==> src/rtl/regfile_mp.sv <==
// Multi-port integer register file with a pending-write (busy) scoreboard.
// Optional same-cycle write-to-read bypass is compiled in with REGFILE_BYPASS_EN.
module regfile_mp #(
    parameter int unsigned XLEN     = 32,
    parameter int unsigned NREG     = 32,
    parameter int unsigned AW       = $clog2(NREG),
    parameter int unsigned NRD      = 2,
    parameter int unsigned ZERO_REG = 1
) (
    input  logic                clk,
    input  logic                rst,
    input  logic [NRD*AW-1:0]   rd_addr,
    output logic [NRD*XLEN-1:0] rd_data,
    output logic [NRD-1:0]      rd_busy,
    input  logic                wr0_en,
    input  logic [AW-1:0]       wr0_addr,
    input  logic [XLEN-1:0]     wr0_data,
    input  logic                wr1_en,
    input  logic [AW-1:0]       wr1_addr,
    input  logic [XLEN-1:0]     wr1_data,
    input  logic                iss_en,
    input  logic [AW-1:0]       iss_addr,
    output logic [NREG-1:0]     busy_vec
);

    logic [XLEN-1:0] regsQ [NREG];
    logic [NREG-1:0] busyQ;

    // Storage and scoreboard, one slice per architectural register
    for (genvar i = 0; i < NREG; i++) begin : gReg
        if (ZERO_REG != 0 && i == 0) begin : gZero
            assign regsQ[i] = '0;
            assign busyQ[i] = 1'b0;
        end else begin : gFlop
            localparam logic [AW-1:0] Idx = AW'(i);

            logic            hit0;
            logic            hit1;
            logic            issHit;
            logic [XLEN-1:0] dataQ;
            logic [XLEN-1:0] dataD;
            logic            busyBitQ;
            logic            busyBitD;

            assign hit0   = wr0_en && (wr0_addr == Idx);
            assign hit1   = wr1_en && (wr1_addr == Idx);
            assign issHit = iss_en && (iss_addr == Idx);

            always_comb begin
                dataD    = dataQ;
                busyBitD = busyBitQ;
                if (hit1) begin
                    dataD = wr1_data;
                end else if (hit0) begin
                    dataD = wr0_data;
                end
                if (hit0 || hit1) begin
                    busyBitD = 1'b0;
                end
                // A new producer allocated behind the retiring one keeps the bit set
                if (issHit) begin
                    busyBitD = 1'b1;
                end
            end

            always_ff @(posedge clk or posedge rst) begin
                if (rst) begin
                    dataQ    <= '0;
                    busyBitQ <= 1'b0;
                end else begin
                    dataQ    <= dataD;
                    busyBitQ <= busyBitD;
                end
            end

            assign regsQ[i] = dataQ;
            assign busyQ[i] = busyBitQ;
        end
    end

    assign busy_vec = busyQ;

    // Read ports
    for (genvar k = 0; k < NRD; k++) begin : gRead
        logic [AW-1:0]   addr;
        logic [XLEN-1:0] data;
        logic            isZero;

        assign addr   = rd_addr[k*AW +: AW];
        assign isZero = (ZERO_REG != 0) && (addr == '0);

        always_comb begin
            data = regsQ[addr];
`ifdef REGFILE_BYPASS_EN
            if (wr1_en && (wr1_addr == addr)) begin
                data = wr1_data;
            end else if (wr0_en && (wr0_addr == addr)) begin
                data = wr0_data;
            end
`endif
            // Bypassed write data must not leak out while in reset
            if (isZero || rst) begin
                data = '0;
            end
        end

        assign rd_data[k*XLEN +: XLEN] = data;
        assign rd_busy[k]              = busyQ[addr] & ~isZero;
    end

endmodule
==> config.mk <==
export PLATFORM = sky130hd
export DESIGN_NAME = regfile_mp
export DESIGN_NICKNAME = d
export VERILOG_FILES = /design/src/rtl/regfile_mp.sv
export SDC_FILE = /design/constraint.sdc
export NUM_CORES = 2
export LEC_CHECK = 0
export BUFFER_PORTS_ARGS = -buffer_cell sky130_fd_sc_hd__buf_2
export CAP_MARGIN = 0
export CORE_MARGIN = 8
export CORE_UTILIZATION = 40
export CTS_BUF_LIST = sky130_fd_sc_hd__clkbuf_16
export CTS_CLUSTER_SIZE = 8
export DETAILED_ROUTE_END_ITERATION = 16
export HOLD_SLACK_MARGIN = 0.02
export PLACE_DENSITY = 0.65
export SLEW_MARGIN = 30
export SYNTH_ARGS = -nofsm -noshare
export SYNTH_HDL_FRONTEND = slang
export SYNTH_SLANG_ARGS = --single-unit
==> constraint.sdc <==
create_clock -name clk -period 52.9 [get_ports clk]
set_clock_uncertainty 0.1 [all_clocks]
set_input_delay 10.58 -clock clk [delete_from_list [all_inputs] [get_ports clk]]
set_output_delay 10.58 -clock clk [all_outputs]
set_load 0.01 [all_outputs]
== Yosys cells after proc, flatten, opt, wreduce, memory -nomap -nowiden ==
Cells that the tools add are included.
Cells by class
  multiplexer cells: 136
  bitwise gates (word level): 6
  reductions and logical operators: 190
  order comparisons: 4
  eq/ne operators: 93
Operators with widths (count)
  32-bit 2-to-1 mux: 68
  32-bit binary-select mux with 5-bit select: 2
  5-bit == test, second input constant: 48
  2-bit nonzero test: 62
  5-bit by 4-bit == test with 1-bit output, second input constant: 24
  1-bit logical AND: 93
  1-bit 2-to-1 mux: 64
  5-bit by 3-bit == test with 1-bit output, second input constant: 12
  1-bit logical OR: 33
  5-bit by 2-bit == test with 1-bit output, second input constant: 6
  5-bit by 1-bit == test with 1-bit output, second input constant: 3
  6-bit greater-or-equal comparator, second input constant: 2
  5-bit by 6-bit < comparator with 1-bit output, second input constant: 2
  5-bit inverter with 6-bit output: 2
  1-bit binary-select mux with 5-bit select: 2
  5-bit zero test: 2
  1-bit AND: 2
  1-bit inverter: 2
Word-level totals
  flip-flop bits (word level): 1023
  word-level logic and storage cells: 491
  output and inout bits: 98
  bits of input ports: 94

== Longest topological paths before layout ==
  depth after elaboration: 5
  gate-level depth with buffers: 8

== Worst setup path after synthesis ==
No wires, ideal clock.
  path kind: input to output
  from: input port rst
  to: output port rd_data[63]
  data required time: 42.220 ns
  stages on the path: 3
  setup slack: 6.329 ns
  arrival: 35.891 ns
  cells stage by stage: inv_1 -> o21ai_1 -> a2111oi_1
Between the ends
  longest elaborated chain between the ends: 2
Ends and longest elaborated chain
  start: declaration: RTL line 11  | input logic rst,
  1-bit logical OR: RTL line 102  | if (isZero || rst) begin
  32-bit 2-to-1 mux: RTL line 102
  end: declaration: RTL line 13  | output logic [NRD*XLEN-1:0] rd_data,
No other way between the ends.

== Final worst setup path ==
  from: input port rd_addr[6]
  to: output port rd_data[59]
Between the ends
  longest elaborated chain between the ends: 5
  elaborated cells between the ends (all ways): 7
  those cells by class: mux: 4; bitwise: 1; reduce/logical: 2
Ends and longest elaborated chain
  start: declaration: RTL line 12  | input logic [NRD*AW-1:0] rd_addr,
  5-bit inverter with 6-bit output (not written as such): RTL line 93  | data = regsQ[addr];
  32-bit binary-select mux with 5-bit select: RTL line 93
  32-bit 2-to-1 mux (not written as such) (2 in series): RTL line 93
  32-bit 2-to-1 mux (*): RTL line 102
Every way passes the cells marked *; elsewhere a longest branch is shown, timed or not. The select of a mux whose other input is x is not followed.

==> summary.md <==
| Metric | Value |
|---|---|
| Top post-synthesis cells by count | `mux2i_1 (1290), dfrtp_1 (1023), nand2_1 (629)` |
| Vias in the first global route | `51800` |
| Netlist Area Pre-Place | `approximately 65000 um^2` |
| RSZ-0062 raised after global routing | `no` |
| Bufs on Longest Clock Path | `3` |
| Crit-path slowest cell | `buf_4` |
| Cell Count, Final, Fillers Out | `8171` |
| Die Wd | `418 um` |
| Sequential fraction of the synthesis area | `0.397` |
| Most used cell, CP | `buf_4` |
| Crit path DAT | `approximately 15000 ps` |
| Total track usage | `0.289` |
| Row count | `147` |
| Critical path class | `input port to primary output` |
| Hold_buf cts | `0` |
| Tcrit/Tclk final | `0.479` |
| Yosys reg bits | `1023` |
| Routed Antenna Nets | `0` |
| Boundary pin count | `about 190` |
| Startpoint Class | `input port` |
| Fin crit period | `between 20000 and 30000 ps` |
| DP Cell Count | `7984` |
| Avg Inst Size Synth | `about 10 um^2` |
| Synth area leader | `dfrtp_1` |
| Routed WL | `261000 um` |
| Fmax | `39.4 MHz` |
| 1st-pass router iterations | `6` |
| Via Count | `53800` |
| I/O Buffers | `190` |
| Worst skew pair latency | `770 ps` |
| Layout cells sized above 1 | `0.160` |
| Routability cong. | `0.875` |
| Leak pwr | `30.0 nW` |
| Max stage delay on crit path | `roughly 900 ps` |
| Hold violation count in the final report | `0` |
| Routed WL per cell | `31.9 um` |
| Largest net degree at the start of global routing | `~150` |
| Fill cells | `~15000` |
| Gates resized, CTS repair | `0` |
| H-tree depth | `4` |
| Nets | `6071` |
| Top post-synthesis cells by area | `dfrtp_1 (40%), mux2i_1 (20%), mux4_2 (12%)` |
| Post-Syn Nets | `6403` |
| Initial DRC count | `7749` |
| Post-CTS Setup Repair Bufs | `0` |
| Max-cap viol count | `0` |
| Slew Limit Fails | `0` |
| HPWL after DPL | `140000 um` |
| Initial Util | `0.402` |
| Post-synth EDFFs | `0` |
| Clock transition at the registers of the reported paths | `50 ps` |
| Ys async rst share | `1.00` |
| Hold Path Class | `register to register` |
| Power Density | `37.7 nW/um^2` |
| Grt ovf | `0` |
| DR vias/cell | `6.58` |
| Main synth FF type | `dfrtp_1` |
| Final TNS setup | `0 ps` |
| Peak supply drop | `about 0.000025 V` |
| Root buf cell | `clkbuf_16` |
| Core Region | `roughly 160000 um^2` |
| Crit path cell chain | `buf_8, buf_4, buf_4, mux2_2, a221o_1, o211ai_1, a221oi_1, buf_2` |
| YS warnings | `0` |
| TritonCTS Buffers | `146` |
| Initial antenna violation count | `28` |
| Area delta synth->final | `9.00%` |
| First-pass GRT wire length | `375000 um` |
| CTS Sinks | `1023` |
| R2R depth | `2` |
| Post-Synthesis Cells | `between 6000 and 7000` |
| Yosys top cell area share | `0.397` |
| TritonCTS clock tree | `done` |
| CP Max Fanout | `59` |
| Die ar. | `174000 um^2` |
| Slew margin rel. | `0.244` |
| Most frequent cell after synthesis | `mux2i_1` |
| Die H | `roughly 420 um` |
| Final setup viols | `0` |
| Hold Path Stages | `2` |
| Worst slew pin tran | `1130 ps` |
| DRC Markers | `0` |
| Worst EP required | `approximately 42000 ps` |
| Post-synthesis cell type count | `56` |
| Outcome | `finished, final reports clean` |
| CP Capture Type | `primary output` |
-- sequential cells by signal (all words and copies together), names as in the netlist --
| signal | flops |
|---|---|
| gReg.gFlop.dataQ | 992 |
| gReg.gFlop.busyBitQ | 31 |
-- cell families after synthesis --
family                 after synthesis  share of synthesized area
AOI/OAI and AO/OA                 1476                      0.131
buffers and inverters              803                     0.0575
DFF                               1023                      0.397
muxes                             1698                      0.330
other                                1                  0.0000581
and+or+nand+nor                   1308                     0.0839
-- path summary, 6_finish.rpt --
check,start,to,slack [ps]
hold / removal,gReg[30].gFlop.dataQ[3],gReg[30].gFlop.dataQ[3],460
setup reg to reg,gReg[9].gFlop.dataQ[3],gReg[9].gFlop.dataQ[3],51950
setup / recovery,rd_addr[6],rd_data[59],27540
max in group asynchronous,rst,gReg[27].gFlop.dataQ[19],39590
min in group asynchronous,rst,gReg[11].gFlop.dataQ[0],9800
hold reg to reg,gReg[30].gFlop.dataQ[3],gReg[30].gFlop.dataQ[3],460
-- per-layer routing --
metal / part of all wire / global-route usage / vias to the layer above
met3: 0.11 / 0.0719 / 1146
met1: 0.36 / 0.361 / 26400
met4: 0.081 / 0.199 / 14
li1: - / - / 22300
met2: 0.44 / 0.442 / 3932
met5: 0.00039 / 0 / -
-- final cells by class --
type | count | area (um^2) | share of cell area
antenna | 16 | 40.0 | 0.000569
clock buffer | 150 | 3750 | 0.0534
clock inverter | 16 | 150 | 0.00214
inverter | 19 | 86.3 | 0.00123
multi-input combinational | 4483 | 35800 | 0.509
sequential | 1023 | 25600 | 0.364
tap | 2160 | 2700 | 0.0384
timing repair buffer | 304 | 2200 | 0.0314
-- report_power, final --
| group | internal (W) | leakage [nW] | switching (W) |
|---|---|---|---|
| clock | 0.000498 | 1.93 | 0.000358 |
| sequential | 0.000993 | 12.4 | 0.000168 |
| combinational | 0.000327 | 15.7 | 0.000308 |
-- critical path: cells and delay by family --
kind | cells | cell delay [ps]
compound gates | 3 | 1010
buf+inv | 4 | 2530
mux | 1 | 310
-- placed cells by master, fill, tap and decap left out, drive strengths merged, types with 14 or more instances in the layout --
cell type,synthesis,layout
nand3,30,30
nor2,542,542
inv,16,29
nand2,629,629
o221ai,62,62
a221oi,95,95
nor2b,14,14
a32o,14,14
o211ai,31,31
o22ai,28,28
mux4,338,338
a21oi,579,579
clkbuf,486,150
dfrtp,1023,1023
nor4bb,25,25
a221o,34,34
o21ai,562,562
diode,0,16
a22oi,31,31
a31oi,33,33
mux2,70,70
mux2i,1290,1290
buf,298,304
-- per-stage QoR --
step	power, W	instance area, um^2	util	worst slack, ps	hold slack (ps)
2_1_floorplan	0.00161	64500	-	6330	401
3_3_place_gp	0.00176	65800	0.410	27420	431
3_5_place_dp	0.00179	66200	0.413	27680	440
4_1_cts	0.00264	70100	0.437	27680	449
5_1_grt	0.00276	70300	0.438	27470	480
6_report	0.00265	70300	0.438	27540	461
Power figures use the tool's default switching activity.
